===== src/rtl/crypt_result_fifo.sv =====
// Result FIFO between the modexp core and the narrow output path.
// Stores whole words and streams each one out LSB chunk first.
module crypt_result_fifo #(
  parameter int WIDTH = 8,
  parameter int DEPTH = 4,
  parameter int OUT_W = 4
) (
  input  logic                     clk,
  input  logic                     rst,
  input  logic                     ena,
  input  logic                     clear,
  input  logic                     load,
  input  logic [WIDTH-1:0]         R_i,
  output logic [OUT_W-1:0]         C_ex,
  output logic                     C_valid,
  input  logic                     C_ready,
  output logic                     C_last,
  output logic                     full,
  output logic                     empty,
  output logic [$clog2(DEPTH):0]   count,
  output logic                     overflow
);

  localparam int NCHUNK = WIDTH / OUT_W;
  localparam int AW = $clog2(DEPTH);
  localparam int IW = (NCHUNK > 1) ? $clog2(NCHUNK) : 1;
  localparam int CW = AW + 1;
  localparam logic [IW-1:0] LAST = IW'(NCHUNK - 1);

  logic [WIDTH-1:0] mem_q [DEPTH];
  logic [AW-1:0]    wptr_q, wptr_d;
  logic [AW-1:0]    rptr_q, rptr_d;
  logic [IW-1:0]    idx_q, idx_d;
  logic [CW-1:0]    cnt_q, cnt_d;
  logic             ovf_q, ovf_d;

  logic             pop, retire, push, drop;
  logic             is_last;
  logic [WIDTH-1:0] head;
  logic [WIDTH-1:0] shifted;

  assign empty   = (cnt_q == '0);
  assign full    = (cnt_q == CW'(DEPTH));
  assign count   = cnt_q;
  assign overflow = ovf_q;
  assign C_valid = !empty;
  assign is_last = (idx_q == LAST);
  assign C_last  = C_valid & is_last;

  assign head    = mem_q[rptr_q];
  assign shifted = head >> (int'(idx_q) * OUT_W);
  assign C_ex    = C_valid ? shifted[OUT_W-1:0] : '0;

  assign pop    = ena & C_valid & C_ready;
  assign retire = pop & is_last;
  assign push   = load & (!full | retire);
  assign drop   = load & full & !retire;

  always_comb begin
    wptr_d = wptr_q;
    rptr_d = rptr_q;
    idx_d  = idx_q;
    cnt_d  = cnt_q;
    ovf_d  = ovf_q;
    if (clear) begin
      wptr_d = '0;
      rptr_d = '0;
      idx_d  = '0;
      cnt_d  = '0;
      ovf_d  = 1'b0;
    end else begin
      if (push) wptr_d = wptr_q + AW'(1);
      if (retire) begin
        idx_d  = '0;
        rptr_d = rptr_q + AW'(1);
      end else if (pop) begin
        idx_d = idx_q + IW'(1);
      end
      unique case ({push, retire})
        2'b10:   cnt_d = cnt_q + CW'(1);
        2'b01:   cnt_d = cnt_q - CW'(1);
        default: cnt_d = cnt_q;
      endcase
      if (drop) ovf_d = 1'b1;
    end
  end

  // ena gates every register, so a disabled cycle changes nothing
  always_ff @(posedge clk or posedge rst) begin
    if (rst) begin
      wptr_q <= '0;
      rptr_q <= '0;
      idx_q  <= '0;
      cnt_q  <= '0;
      ovf_q  <= 1'b0;
    end else if (ena) begin
      wptr_q <= wptr_d;
      rptr_q <= rptr_d;
      idx_q  <= idx_d;
      cnt_q  <= cnt_d;
      ovf_q  <= ovf_d;
    end
  end

  always_ff @(posedge clk) begin
    if (ena & !clear & push) mem_q[wptr_q] <= R_i;
  end

endmodule


===== config.mk =====
export PLATFORM = sky130hd
export DESIGN_NAME = crypt_result_fifo
export DESIGN_NICKNAME = d
export VERILOG_FILES = /design/src/rtl/crypt_result_fifo.sv
export SDC_FILE = /design/constraint.sdc
export NUM_CORES = 1
export LEC_CHECK = 0
export CAP_MARGIN = 20
export CELL_PAD_IN_SITES_DETAIL_PLACEMENT = 0
export CELL_PAD_IN_SITES_GLOBAL_PLACEMENT = 1
export CORE_MARGIN = 10
export CORE_UTILIZATION = 48
export DETAILED_ROUTE_END_ITERATION = 8
export PLACE_DENSITY_LB_ADDON = 0.25
export RECOVER_POWER = 100
export SLEW_MARGIN = 20
export SYNTH_ARGS = -nofsm -noshare
export SYNTH_HDL_FRONTEND = slang
export SYNTH_SLANG_ARGS = --single-unit

===== constraint.sdc =====
create_clock -name clk -period 3.54 [get_ports clk]
set_input_delay 0.354 -clock clk [delete_from_list [all_inputs] [get_ports clk]]
set_output_delay 0.354 -clock clk [all_outputs]
set_load 0.005 [all_outputs]

======== After elaboration in Yosys (flattened, before gate mapping) ========
Memories as Yosys holds them, arrays and structs flattened.
Index checks and enable logic that the tools add are counted.
word-level totals
  memories kept ........................... 1
  logic and storage cells ................. 54
  output and inout bits ................... 12
  input port bits ......................... 14
  register bits ........................... 9
  memory bits (writable) .................. 32
operators by class
  equality and inequality tests ........... 3
  $add $sub $neg .......................... 5
  bitwise operators ....................... 10
  muxes and demuxes ....................... 14
  shift operators ......................... 1
  reductions and logical operators ........ 15
memories
  memory  words  bits a word  rd ports  clocked after Yosys merged registers in  wr ports  RTL line  RTL
  mem_q   4      8            1         0                                        1         30        logic [WIDTH-1:0] mem_q [DEPTH];
operator list
  kind                                                                 number
  2-bit AND reduction                                                  5
  1-bit AND                                                            9
  2-bit 2-to-1 mux                                                     4
  8-bit by 3-bit right shift with 4-bit output                         1
  1-bit 2-to-1 mux                                                     7
  3-bit one-hot mux with 2 select lines                                1
  2-bit nonzero test                                                   3
  3-bit nonzero test                                                   2
  2-bit by 1-bit adder with 2-bit output (second input constant)       2
  1-bit zero test                                                      4
  4-bit 2-to-1 mux                                                     1
  3-bit by 1-bit adder with 3-bit output (second input constant)       1
  3-bit == test (second input constant)                                1
  3-bit zero test                                                      1
  3-bit 2-to-1 mux                                                     1
  3-bit by 1-bit subtractor with 3-bit output (second input constant)  1
  2-bit by 1-bit == test with 1-bit output (second input constant)     1
  2-bit == test (second input constant)                                1
  1-bit adder (second input constant)                                  1
  1-bit OR                                                             1

======== Depth between registers and ports, before layout ========
Gate-level depths: netlist of run 1.
  word-level depth ........................ 10
  gate-level depth with buffers ........... 10
  gate-level depth less buffers ........... 8

======== Least setup slack after synthesis of run 1 ========
Ideal clock, no wire load.
  path kind ............................... register to register
  start point ............................. register cnt_q[2], in the netlist count[2]
  end point ............................... register cnt_q[2], in the netlist count[2]
  setup time .............................. 131 ps
  cell stages (with the launch flop) ...... 11
  arrival ................................. 1983 ps
  slack ................................... 1426 ps
  path buffers ............................ 2
  period minus slack after synthesis ...... 2114 ps
  required time ........................... 3409 ps
  cell sequence ........................... dfrtp_1 or3_1 buf_6 and3_4 buf_6 xnor2_1 ha_1 nor2_1 a41oi_1 o221ai_1 o41ai_1
between the ends
  cells in the longest elaborated chain, start to end .. 10
  elaborated cells on any way between the ends .. 17
  classes of those cells .................. add/sub (2); eq/ne (3); mux (2); bitwise (5); reduce/logical (5)
ends and longest elaborated chain
  item                                                                                RTL line  RTL
  from (decl)                                                                         34        logic [CW-1:0] cnt_q, cnt_d;
  from (signal assigned)                                                              100       cnt_q <= cnt_d;
  3-bit zero test *                                                                   42        assign empty = (cnt_q == '0);
  1-bit zero test *                                                                   46        assign C_valid = !empty;
  net C_valid                                                                         15        output logic C_valid,
  1-bit AND * (2 in a row)                                                            54        assign pop = ena & C_valid & C_ready;
  1-bit AND *                                                                         55        assign retire = pop & is_last;
  1-bit OR                                                                            56        assign push = load & (!full | retire);
  1-bit AND                                                                           56
  2-bit by 1-bit == test with 1-bit output / 2-bit == test (equally long branches)    79        unique case ({push, retire})
  3-bit one-hot mux with 2 select lines / 3-bit nonzero test (equally long branches)  -
  3-bit 2-to-1 mux / 2-bit AND reduction (equally long branches)                      -
Mark *: on every way through the listed nets, which the timed path passes. The rest lies on a longest branch.
A chain may end at the register's enable or synchronous reset.

======== Worst setup path after layout of run 1 ========
  start point ............................. register rptr_q[0]
  end point ............................... output port C_ex[1]
between the ends
  cells in the longest elaborated chain, start to end .. 3
ends and longest elaborated chain
  item                                          RTL line  RTL
  from (decl)                                   32        logic [AW-1:0] rptr_q, rptr_d;
  from (signal assigned)                        98        rptr_q <= rptr_d;
  memory read 4 x 8 bit                         -
  8-bit by 3-bit right shift with 4-bit output  51        assign shifted = head >> (int'(idx_q) * OUT_W);
  4-bit 2-to-1 mux                              52        assign C_ex = C_valid ? shifted[OUT_W-1:0] : '0;
  to (decl)                                     14        output logic [OUT_W-1:0] C_ex,
Every way passes these cells.

==> flow_metrics.tcl, run 1 <==
set metrics [dict create \
    status "completed" \
    synth_ff_type "edfxtp_1" \
    p_leak_nw 0.8082 \
    die_w_um 82.47 \
    crit_chain "mux4_2 -> mux2i_1 -> nor2_1 -> dlygate4sd3_1" \
    syn_area_sq_mm 0.001873 \
    ys_types 36 \
    synth-edff-count 32 \
    grt-ovfl-total 0 \
    area_delta_synth_final_pct 18.30 \
    ys_seq_elements 41 \
    fin_skew_ns 0.006386 \
    cts_tree "done" \
    setup_viol 0 \
    reg2reg_depth 7 \
    drive_above_1_share_pct 12.67 \
    p_per_area_mw_per_mm2 434.3 \
    clkTransAtPathRegs_ns 0.07 \
    num_antenna_cells 0 \
    cp_data_required_time_ns 3.19 \
    crit_arrival_ns 2.38 \
    drv_cap 0 \
    grt_pass1_vias 1113 \
    crit_type "reg -> out" \
    slowest_delay_ns 0.72 \
    cts-root-buf "clkbuf_8" \
    cts_sinks 41 \
    r2r_setup_slack_ns 1.19 \
    cts_setup_buffers 0 \
    fin_total_pwr_w 0.0009624 \
    ys_warn_count 0 \
    via_count 1093 \
    rows 22 \
    synth_common_cells "32 x edfxtp_1, 10 x inv_1, 9 x dfrtp_1" \
    period_share_pct 77.11 \
    clockBufferDepth 2 \
    first_pass_iters 4 \
    yosysMostFrequentCell "edfxtp_1" \
    route.detailed.drc 0 \
    slowest_stage "dfrtp_1" \
    antenna_found_initial 0 \
    relSlewSlack_pct 59.36 \
    combPwrFrac_pct 12.6 \
    crit_end "C_ex[1]" \
    cp-start-kind "flip-flop" \
    place_congestion 0.8353 \
    finalHoldViolCount 0 \
    numPortBuffers 25 \
    wl_um 3497 \
    io_pins 26 \
    p_clk_share_pct 29.9 \
    dp_hpwl_um 2598 \
    postSynthCellCount 124 \
    ant_nets 0 \
    worstSetupStartpoint "rptr_q[0]" \
    fp.coreArea_sq_mm 0.003716 \
    fin_setup_tns_ns 0 \
    htreeDepth 2 \
    final_util_pct 59.63 \
    dieHeight_um 82.47 \
    avgSynthCellArea_sq_um 15.11 \
    fin_nets 168 \
    maxSlewViolCount 0 \
    fin_hold_ws_ns 0.4835 \
    grt_max_degree 14 \
    syn-num-nets 143 \
    async_flop_share_pct 21.95 \
    fin_area_sq_mm 0.002216 \
    pwr-share-seq_pct 57.5 \
    hp-class "in -> async" \
    min_period_ns 2.730 \
    drt-vias-per-instance 5.520 \
    cts_buffers 5 \
    p_sw_share_pct 23.47 \
    initial_core_util_pct 50.40 \
    routedWlPerCell_um 17.66 \
    rr_endpoint "count[2]" \
    drtIter0Drc 72 \
    clock_latency_ns 0.29 \
    ir_drop_v 0.0002645 \
    fmax_mhz 366.3 \
    power.internal_w 0.0007365 \
    critical_path.endpoint_type "output port" \
    ctsHoldBuffers 0 \
    p_sw_w 0.0002259 \
    ys_top_cells_by_area "edfxtp_1 51%, dfrtp_1 12%, mux4_2 9.6%" \
    worst_slew_pin_slew_ns 0.6093 \
    yosysTopAreaCell "edfxtp_1" \
    gr-usage-all-layers_pct 11.20 \
    cp_max_fo 12 \
    r2r_start "count[2]" \
    die-area_sq_mm 0.006800 \
    cts_resized 0 \
    placed_area_sq_mm 0.002135 \
    synth_top_area_share_pct 51.30 \
    yosysSeqAreaShare_pct 63.33 \
    grt_first_pass_wirelength_um 5582 \
    rsz0062_at_grt "false" \
]
-- critical path, delay by kind of cell (launching register included) --
family,cells,cell delay (ns)
buf+inv,1,0.58
flops,1,0.72
mux,2,0.73
simple gates,1,0.06
-- how the worst min path moves through the flow --
stage | slack (ns) | from | endpoint | depth (start not counted)
detailed placement | 0.53 | count[2] | count[2] | 1
floorplan | 0.18 | rst | count[0] | 1
CTS | 0.35 | rst | count[0] | 2
global route | 0.50 | rst | wptr_q[0] | 2
global placement | 0.52 | count[2] | count[2] | 1
finish | 0.48 | rst | count[0] | 2
-- sequential cells by signal (all words and copies together), names as in the netlist --
signal    flops
count         3
idx_q         1
mem_q        32
overflow      1
rptr_q        2
wptr_q        2
-- stage by stage --
step | instances | setup WS (ns)
floorplan | 124 | 1.426
global placement | 190 | 1.109
detailed placement | 190 | 1.065
CTS | 198 | 0.8865
global route | 198 | 0.6566
finish | 198 | 0.8101
-- cell usage in the layout (no fill, tap or decap), drive strengths merged, types with 2 or more instances in the layout --
master	synthesis	final
edfxtp	32	32
dlygate4sd3	0	22
inv	10	10
dfrtp	9	9
mux4	8	8
nor2	7	7
o21ai	7	7
mux2i	6	6
clkbuf	1	6
ha	5	5
and2	5	5
nand2	3	3
clkdlybuf4s50	0	3
and3	3	3
a41oi	2	2
a21oi	2	2
xnor2	2	2
nand3	2	2
clkinvlp	0	2
-- kinds of logic after synthesis --
kind of cell	share of synthesized area [%]
DFF	63.33
and+or+nand+nor	6.814
AOI/OAI and AO/OA	7.550
buffers and inverters	4.609
muxes	13.43
adders and majority gates	3.340
xor gates and xnor gates	0.9354
-- cell type report --
type | instances | area [sq um]
Inverter | 10 | 37.54
Multi-Input combinational cell | 66 | 594.3
Sequential cell | 41 | 1186
Timing Repair Buffer | 25 | 250.2
Clock buffer | 6 | 72.57
Tap cell | 48 | 60.06
Clock inverter | 2 | 15.01
Fill cell | 305 | 1500
-- power by group through the flow --
stage	logic [W]	clock network [W]	registers [W]
floorplan	0.0000788	0	0.000553
global placement	0.000131	0	0.000563
detailed placement	0.000133	0	0.000564
CTS	0.000134	0.000297	0.000553
global route	0.000134	0.000322	0.000557
finish	0.000122	0.000288	0.000553
-- layer usage --
layer | part of all wire (%) | GRT usage, % | vias to the layer above
li1 | - | - | 519
met1 | 40 | 13.61 | 541
met2 | 51 | 17.11 | 28
met3 | 7.2 | 5.184 | 5
met4 | 1.4 | 4.082 | 0
met5 | 0 | 0 | -
Power figures use the tool's default switching activity.
==> inputs of run 2 (changes only) <==
--- a/config.mk
+++ b/config.mk
@@ -9,7 +9,7 @@
 export CELL_PAD_IN_SITES_DETAIL_PLACEMENT = 0
 export CELL_PAD_IN_SITES_GLOBAL_PLACEMENT = 1
 export CORE_MARGIN = 10
-export CORE_UTILIZATION = 48
+export CORE_UTILIZATION = 40
 export DETAILED_ROUTE_END_ITERATION = 8
 export PLACE_DENSITY_LB_ADDON = 0.25
 export RECOVER_POWER = 100
==> constraint.sdc (replaced) <==
create_clock -name clk -period 2.5 [get_ports clk]
set_input_delay 0.25 -clock clk [delete_from_list [all_inputs] [get_ports clk]]
set_output_delay 0.25 -clock clk [all_outputs]
set_load 0.005 [all_outputs]
==> flow_metrics.tcl, run 2 (synthesis results as in run 1) <==
set metrics [dict create \
    status "completed" \
    drv_cap 0 \
    cts_sinks 41 \
    crit_chain "or3_1 -> buf_4 -> inv_1 -> dlygate4sd3_1" \
    final_util_pct 51.10 \
    fin_hold_ws_ns 0.3631 \
    p_per_area_mw_per_mm2 620.4 \
    p_clk_share_pct 30.8 \
    dieHeight_um 88.43 \
    placed_area_sq_mm 0.002192 \
    worstSetupStartpoint "count[2]" \
    fin_setup_tns_ns 0 \
    relSlewSlack_pct 57.87 \
    slowest_stage "dlygate4sd3_1" \
    fmax_mhz 430.4 \
    cts-root-buf "clkbuf_8" \
    die_w_um 88.43 \
    rows 24 \
    ir_drop_v 0.0003056 \
    dp_hpwl_um 2755 \
    die-area_sq_mm 0.007820 \
    p_sw_w 0.0003219 \
    drtIter0Drc 39 \
    rsz0062_at_grt "false" \
    final_common_cell "edfxtp_1" \
    cts_buffers 5 \
    antenna_found_initial 0 \
    cts_tree "done" \
    slowest_delay_ns 0.60 \
    fin_nets 175 \
    maxSlewViolCount 0 \
    multiInputGateArea_sq_um 595.6 \
    r2r_start "count[2]" \
    drive_above_1_share_pct 15.92 \
    worst_slew_pin_slew_ns 0.6317 \
    cp_data_required_time_ns 2.25 \
    p_leak_nw 0.8321 \
    min_period_ns 2.324 \
    crit_arrival_ns 2.07 \
    crit_type "reg -> out" \
    via_count 1140 \
    drt-vias-per-instance 5.455 \
    hp-class "in -> async" \
    num_antenna_cells 0 \
    pwr-share-seq_pct 55.1 \
    wl_um 3707 \
    period_share_pct 92.94 \
    fin_skew_ns 0.006860 \
    final_cell_mix "32 x edfxtp_1, 17 x dlygate4sd3_1, 10 x inv_1" \
    gr-usage-all-layers_pct 10.41 \
    largest_register "mem_q" \
    largest_reg_flops 32 \
    p_sw_share_pct 22.85 \
    clockBufferDepth 2 \
    grt_pass1_vias 1198 \
    setup_viol 0 \
    combPwrFrac_pct 14.1 \
    finalHoldViolCount 0 \
    fin_total_pwr_w 0.001409 \
    area_delta_synth_final_pct 21.24 \
    fillCellCount 391 \
    place_congestion 0.7646 \
    io_pins 26 \
    routedWlPerCell_um 17.74 \
    fin_area_sq_mm 0.002271 \
    numPortBuffers 25 \
    seq_area_sq_mm 0.001187 \
    first_pass_iters 4 \
    cp-start-kind "flip-flop" \
    grt_max_degree 13 \
    initial_core_util_pct 42.15 \
    clkTransAtPathRegs_ns 0.07 \
    route.detailed.drc 0 \
    cp_max_fo 8 \
    power.internal_w 0.001087 \
    clock_latency_ns 0.29 \
    grt-ovfl-total 0 \
    htreeDepth 2 \
    grt_first_pass_wirelength_um 5954 \
    critical_path.endpoint_type "output port" \
    ant_nets 0 \
    fp.coreArea_sq_mm 0.004444 \
]
==> run 2: changes by cell type in the layout (fill, tap and decap cells not counted), sizes merged <==
cell           change
clkdlybuf4s50      +5
buf                +5
dlygate4sd3        -5
clkbuf             +4
clkinvlp           -2
==> run 2: critical path: cells and delay by family, from the launching register on <==
family	cells	cell delay, ns
buffers and inverters	3	0.94
DFF	1	0.43
and+or+nand+nor	1	0.40
==> run 2: cell type report <==
cell class	instances	share of cell area, %
clock buffers	8	3.967
inverters	10	1.653
multi-input cells	66	26.23
flip-flops and latches	41	52.29
well taps	52	2.865
repair buffers	32	13.00
==> run 2: timing repair <==
| action | CTS | global route |
|---|---|---|
| hold buffers | 0 | 0 |
| endpoints found under the setup margin | 4 | 0 |
| buffers inserted | 0 | 0 |
| resized for setup | 1 | 0 |
==> run 2: stage by stage <==
step	setup WS [ns]	instances
after floorplan	0.3864	124
after global placement	0.2835	201
after detailed placement	0.2678	201
after CTS	0.1438	209
after global routing	0.04782	209
final	0.1765	209
==> run 2: worst paths after layout <==
kind | slack (ns) | endpoint | depth (start not counted)
setup / recovery | 0.18 | empty | 4
setup reg to reg | 0.33 | count[2] | 7
max in group asynchronous | 1.84 | rptr_q[0] | 2
min in group clk | 0.55 | overflow | 2
hold / removal | 0.36 | wptr_q[1] | 2
hold reg to reg | 0.55 | overflow | 2
==> run 2: per-layer routing <==
layer	GRT usage (%)	vias up	wire length [um]
li1	-	538	-
met1	11.66	568	1555
met2	16.95	29	1880
met3	4.320	5	207
met4	4.846	0	64
met5	0	-	0
==> run 2: power groups by stage <==
stage	clock network, W	logic [W]	registers [W]
3_3_place_gp	0	0.000209	0.000790
3_5_place_dp	0	0.000213	0.000791
4_1_cts	0.000449	0.000214	0.000776
2_1_floorplan	0	0.000112	0.000784
6_report	0.000433	0.000199	0.000776
5_1_grt	0.000470	0.000221	0.000780
